**config.mk**
```make
export PLATFORM = sky130hd
export DESIGN_NAME = two_bit_and_driver
export DESIGN_NICKNAME = d
export VERILOG_FILES = /design/src/rtl/two_bit_and_driver_pkg.sv /design/src/rtl/two_bit_and_vec_gen.sv /design/src/rtl/two_bit_and_driver.sv
export SDC_FILE = /design/constraint.sdc
export NUM_CORES = 1
export LEC_CHECK = 0
export ABC_CLOCK_PERIOD_IN_PS = 2000
export BUFFER_PORTS_ARGS = -buffer_cell sky130_fd_sc_hd__buf_2
export CORE_ASPECT_RATIO = 1.1
export CORE_MARGIN = 8
export CORE_UTILIZATION = 41
export DETAILED_ROUTE_END_ITERATION = 6
export MAX_ROUTING_LAYER = met4
export REMOVE_ABC_BUFFERS = 1
export SYNTH_ARGS = -nofsm -noshare
export SYNTH_HDL_FRONTEND = slang
export SYNTH_HIERARCHICAL = 1
export SYNTH_SLANG_ARGS = --single-unit
```
**constraint.sdc**
```tcl
create_clock -name clk -period 2 [get_ports clk]
set_input_delay 0.4 -clock clk [delete_from_list [all_inputs] [get_ports clk]]
set_output_delay 0.4 -clock clk [all_outputs]
set_load 0.02 [all_outputs]
```
**src/rtl/two_bit_and_driver_pkg.sv**
```systemverilog
// Shared encodings and constants for the 2-bit AND stimulus/response driver.
// Holds FSM state codes, sweep sizes and the first_fail field layout.
package two_bit_and_driver_pkg;

  typedef enum logic [2:0] {
    ST_IDLE   = 3'd0,
    ST_DRIVE  = 3'd1,
    ST_SETTLE = 3'd2,
    ST_CHECK  = 3'd3,
    ST_DONE   = 3'd4
  } state_t;

  localparam int NUM_VEC = 16;
  localparam int VEC_W   = 4;
  localparam int PASS_W  = 4;
  localparam int SC_W    = 4;

  // first_fail layout: {a[1:0], b[1:0], o[1:0]}
  localparam int FF_W     = 6;
  localparam int FF_A_LSB = 4;
  localparam int FF_B_LSB = 2;
  localparam int FF_O_LSB = 0;

  function automatic logic [FF_W-1:0] pack_fail(input logic [1:0] a,
                                                input logic [1:0] b,
                                                input logic [1:0] o);
    logic [FF_W-1:0] f;
    f = '0;
    f[FF_A_LSB +: 2] = a;
    f[FF_B_LSB +: 2] = b;
    f[FF_O_LSB +: 2] = o;
    return f;
  endfunction

endpackage

```
**src/rtl/two_bit_and_vec_gen.sv**
```systemverilog
// Operand-pair and pass counters for the sweep; last flags the final
// vector of the final pass.
module two_bit_and_vec_gen
  import two_bit_and_driver_pkg::*;
#(
  parameter int PASSES = 1
) (
  input  logic             clk,
  input  logic             reset,
  input  logic             clear,
  input  logic             step,
  output logic [VEC_W-1:0] vec,
  output logic             last
);

  logic [VEC_W-1:0]  vec_q, vec_d;
  logic [PASS_W-1:0] pass_cnt_q, pass_cnt_d;
  logic              vec_max;

  assign vec_max = (vec_q == VEC_W'(NUM_VEC - 1));

  always_comb begin
    vec_d      = vec_q;
    pass_cnt_d = pass_cnt_q;
    if (clear) begin
      vec_d      = '0;
      pass_cnt_d = '0;
    end else if (step) begin
      if (vec_max) begin
        vec_d      = '0;
        pass_cnt_d = pass_cnt_q + PASS_W'(1);
      end else begin
        vec_d = vec_q + VEC_W'(1);
      end
    end
  end

  always_ff @(posedge clk or posedge reset) begin
    if (reset) begin
      vec_q      <= '0;
      pass_cnt_q <= '0;
    end else begin
      vec_q      <= vec_d;
      pass_cnt_q <= pass_cnt_d;
    end
  end

  assign vec  = vec_q;
  assign last = vec_max && (pass_cnt_q == PASS_W'(PASSES - 1));

endmodule

```
**src/rtl/two_bit_and_driver.sv**
```systemverilog
// Drives all 16 operand pairs into a 2-bit AND, compares o against a & b
// and reports pass/fail, a saturating error count and the first failing vector.
module two_bit_and_driver
  import two_bit_and_driver_pkg::*;
#(
  parameter int SETTLE = 1,
  parameter int PASSES = 1,
  parameter int ERR_W  = 8
) (
  input  logic             clk,
  input  logic             reset,
  input  logic             start,
  input  logic [1:0]       dut_o,
  output logic [1:0]       dut_a,
  output logic [1:0]       dut_b,
  output logic             busy,
  output logic             done,
  output logic             pass,
  output logic [ERR_W-1:0] err_count,
  output logic [FF_W-1:0]  first_fail,
  output logic [2:0]       dbg_state
);

  state_t            state_q, state_d;
  logic [1:0]        dut_a_q, dut_a_d;
  logic [1:0]        dut_b_q, dut_b_d;
  logic [SC_W-1:0]   settle_cnt_q, settle_cnt_d;
  logic [ERR_W-1:0]  err_count_q, err_count_d;
  logic [FF_W-1:0]   first_fail_q, first_fail_d;
  logic              vg_clear, vg_step, vg_last;
  logic [VEC_W-1:0]  vec;
  logic [1:0]        expected;
  logic              mismatch;

  two_bit_and_vec_gen #(.PASSES(PASSES)) u_vec_gen (
    .clk   (clk),
    .reset (reset),
    .clear (vg_clear),
    .step  (vg_step),
    .vec   (vec),
    .last  (vg_last)
  );

  // Compare against the operands actually on the bus, not the counter.
  assign expected = dut_a_q & dut_b_q;
  assign mismatch = (dut_o != expected);

  always_comb begin
    state_d      = state_q;
    dut_a_d      = dut_a_q;
    dut_b_d      = dut_b_q;
    settle_cnt_d = settle_cnt_q;
    err_count_d  = err_count_q;
    first_fail_d = first_fail_q;
    vg_clear     = 1'b0;
    vg_step      = 1'b0;
    case (state_q)
      ST_IDLE, ST_DONE: begin
        if (start) begin
          state_d      = ST_DRIVE;
          err_count_d  = '0;
          first_fail_d = '0;
          vg_clear     = 1'b1;
        end
      end
      ST_DRIVE: begin
        dut_a_d      = vec[3:2];
        dut_b_d      = vec[1:0];
        settle_cnt_d = SC_W'(SETTLE - 1);
        state_d      = ST_SETTLE;
      end
      ST_SETTLE: begin
        if (settle_cnt_q == '0) state_d = ST_CHECK;
        else                    settle_cnt_d = settle_cnt_q - SC_W'(1);
      end
      ST_CHECK: begin
        if (mismatch) begin
          if (err_count_q != '1) err_count_d = err_count_q + ERR_W'(1);
          if (err_count_q == '0) first_fail_d = pack_fail(dut_a_q, dut_b_q, dut_o);
        end
        if (vg_last) begin
          state_d = ST_DONE;
        end else begin
          vg_step = 1'b1;
          state_d = ST_DRIVE;
        end
      end
      default: state_d = ST_IDLE;
    endcase
  end

  always_ff @(posedge clk or posedge reset) begin
    if (reset) begin
      state_q      <= ST_IDLE;
      dut_a_q      <= '0;
      dut_b_q      <= '0;
      settle_cnt_q <= '0;
      err_count_q  <= '0;
      first_fail_q <= '0;
    end else begin
      state_q      <= state_d;
      dut_a_q      <= dut_a_d;
      dut_b_q      <= dut_b_d;
      settle_cnt_q <= settle_cnt_d;
      err_count_q  <= err_count_d;
      first_fail_q <= first_fail_d;
    end
  end

  assign dut_a      = dut_a_q;
  assign dut_b      = dut_b_q;
  assign busy       = (state_q == ST_DRIVE) || (state_q == ST_SETTLE) || (state_q == ST_CHECK);
  assign done       = (state_q == ST_DONE);
  assign pass       = done && (err_count_q == '0);
  assign err_count  = err_count_q;
  assign first_fail = first_fail_q;
  assign dbg_state  = state_q;

endmodule

```
==> key figures <==
Outcome
  • Status: finished clean

Place
  • Pre-CTS WS: 0.01197 ns
  • Hpwl dp: 2.981 mm
  • DP Area: 2042 um^2
  • Placer Congestion: 0.8473
  • Port Buffers: 28

Clock tree
  • CTS H-tree lvls: 2
  • Clock sink count: 33
  • Clk_lat worst skew: 0.28 ns
  • Clock root cell: clkbuf_8
  • Reg clk slew, reported paths: 0.06 ns
  • Total CTS buffers: 5
  • CTS tree: done
  • Deepest clock path buffer count: 2

Pwr
  • Maximum VDD drop: 0.5433 mV
  • Overall Power: ~0.0028 W
  • Leak: 1.051 nW
  • PD cells: 1297 nW/um^2

Setup path
  • Reg2reg start: u_vec_gen/pass_cnt_q[0]
  • Critical path's slowest cell: dfrtp_1
  • WS Path Type: register to output port
  • Worst path required time: around 1.6 ns
  • Cell depth of the worst flop-to-flop path: 7
  • Setup crit end kind: output port
  • Internal reg-to-reg setup slack: 0.14 ns
  • CP bufs+invs: 2
  • CP Max Fanout: 2
  • Slowest Stage Delay on Critical Path: roughly 0.38 ns
  • Startpoint Class: register
  • Reg2reg end: u_vec_gen/pass_cnt_q[3]
  • Crit-path cells: inv_1, ha_1, nor4b_2, nand2_1, nor2_1, buf_2
  • Worst EP arrival: roughly 1.5 ns
  • Delay-heaviest family, CP: simple AND/OR/NAND/NOR gates

Route
  • DRC violations left: 0
  • Avg WL per Cell: roughly 14 um
  • DR pass1 iterations: 4
  • Vias: 1447
  • Final WL: around 4.0 mm
  • Initial DRC count: 47
  • Vias per inst: between 5 and 6
  • ANT nets after route: 0

Synthesis
  • Post-synthesis cell area: 1777 um^2
  • Mapped Cells: 178
  • Synthesized area per cell: 9.981 um^2
  • Seq cells post-synth: 33
  • Number of synthesized flops with an enable pin: 0
  • Async SR Flop Fraction: 1.000
  • Post-synthesis sequential area ratio: 0.4648
  • Post-synth top flop: dfrtp_1
  • Warnings, synthesis: 6
  • Cell variety after synth: 37

Layout
  • Share of cells above drive strength 1: 0.2909
  • # nets final: 232
  • Reg area: 825.8 um^2
  • Final core utilization: 0.5081
  • Fillers: 406
  • Multi-input gate area: 877.1 um^2
  • Syn-to-layout area delta: 20.77%
  • N_diodes: 0
  • Post-layout instance area: 2146 um^2

Timing
  • Min setup slack post-route: about 0.099 ns
  • Slew HR: 0.6773
  • Period utilization: 0.9503
  • Setup violators final: 0
  • Tightest Pin Transition: 0.4822 ns
  • Highest Clock Rate: ~530 MHz
  • Slew Viols, Final: 0
  • Skew final: approximately 0.0066 ns
  • Final hold vios: 0
  • Setup TNS: 0 ns
  • RSZ-0062 raised after global routing: false
  • Fin crit period: 1.901 ns

GRT
  • Vias in the first global route: 1488
  • Initial antenna violation count: 0
  • Gr usage total: 0.1282
  • Global route overflow: 0
  • First-pass GRT wire length: 6.706 mm
  • Largest net degree at the start of global routing: 26

Job
  • MaxCap Viol Count: 0

Hold path
  • Worst min path class: input port to async pin

Floorplan
  • Die Y: 85.04 um
  • Initial core utilization: 0.4207
  • Rows: 25
  • Core Area: 4223 um^2
  • Die width: 78.77 um
  • I/O pin count: 29
  • Die ar.: approximately 6700 um^2
==> placed cells by master, fill, tap and decap left out, types with 6 or more instances in the layout <==
master / instances
buf_4: 12
ha_1: 6
o21ai_0: 7
mux2i_1: 9
nand2_1: 19
dfrtp_1: 33
inv_1: 19
nor2_1: 11
nand3_1: 6
buf_2: 28
==> registers in the layout, indices dropped and copies added (netlist names) <==
| signal | cells |
|---|---|
| err_count | 8 |
| first_fail | 6 |
| settle_cnt_q | 4 |
| u_vec_gen/pass_cnt_q | 4 |
| u_vec_gen/vec | 4 |
| dbg_state | 3 |
| dut_a | 2 |
| dut_b | 2 |
==> area by class of cell <==
class                   instances  share of cell area
clock inverters                 1            0.002332
multi-input cells             122              0.4087
inverters                      19             0.03324
flip-flops and latches         33              0.3848
repair buffers                 40              0.1073
well taps                      54             0.03149
clock buffers                   5             0.03207
==> metal layers <==
layer | share of wire | global-route usage | vias to the layer above | wire length [um]
met5 | 0 | - | - | 0
li1 | - | - | 700 | -
met2 | 0.52 | 0.2172 | 31 | 2042
met4 | 0.020 | 0.04890 | 0 | 81
met1 | 0.42 | 0.1393 | 709 | 1670
met3 | 0.042 | 0.03488 | 7 | 165
==> synth_stat cells (3+ instances only) <==
master / instances / area [um^2]
o21ai_0: 7 / 35.03
nor3_1: 5 / 25.02
nor2_1: 12 / 45.04
nand3b_1: 3 / 22.52
ha_1: 6 / 75.07
mux2i_1: 9 / 90.09
nand3_1: 6 / 30.03
nand2b_1: 3 / 18.77
a21oi_1: 5 / 25.02
or3_1: 5 / 31.28
o211ai_1: 5 / 37.54
mux2_2: 5 / 56.30
a21boi_0: 3 / 22.52
nand2_1: 19 / 71.32
xor2_1: 3 / 26.28
inv_1: 19 / 71.32
dfrtp_1: 33 / 825.8
==> timing repair <==
action | in CTS | in global routing
hold endpoints to repair | 0 | 0
gates resized for setup | 0 | 3
endpoints found under the setup margin | 1 | 5
hold buffers | 0 | 0
pin swaps | 1 | 0
setup buffers | 2 | 0
==> logic make-up (layout without fill, tap and decap cells) <==
group / after synthesis / after routing / share of synthesized area
AOI/OAI and AO/OA: 33 / 33 / 0.1394
xor gates and xnor gates: 5 / 5 / 0.02465
adders and majority gates: 6 / 6 / 0.04225
buffers and inverters: 23 / 65 / 0.05000
DFF: 33 / 33 / 0.4648
muxes: 14 / 14 / 0.08239
and+or+nand+nor: 64 / 64 / 0.1965
==> metrics by stage <==
| step | instances | hold slack [ns] |
|---|---|---|
| detailed placement | 266 | 0.3741 |
| global route | 274 | 0.08972 |
| floorplan | 174 | 0.2157 |
| finish | 274 | 0.07403 |
| global placement | 266 | 0.3688 |
| CTS | 274 | 0.07569 |
==> power by group <==
group	internal (W)	switching, W
logic	0.000523	0.000790
registers	0.000844	0.000179
clock network	0.000228	0.000218
==> how the worst max path moves through the flow <==
stage,from,to,slack (ns),cells after the start
floorplan,u_vec_gen/vec[0],u_vec_gen/pass_cnt_q[3],0.09,7
finish,err_count[1],pass,0.1,6
global route,err_count[1],pass,0.002,6
detailed placement,u_vec_gen/pass_cnt_q[0],u_vec_gen/pass_cnt_q[3],0.01,7
CTS,u_vec_gen/pass_cnt_q[0],u_vec_gen/pass_cnt_q[3],0.02,7
global placement,u_vec_gen/pass_cnt_q[0],u_vec_gen/pass_cnt_q[3],0.13,7
Power figures use the tool's default switching activity.
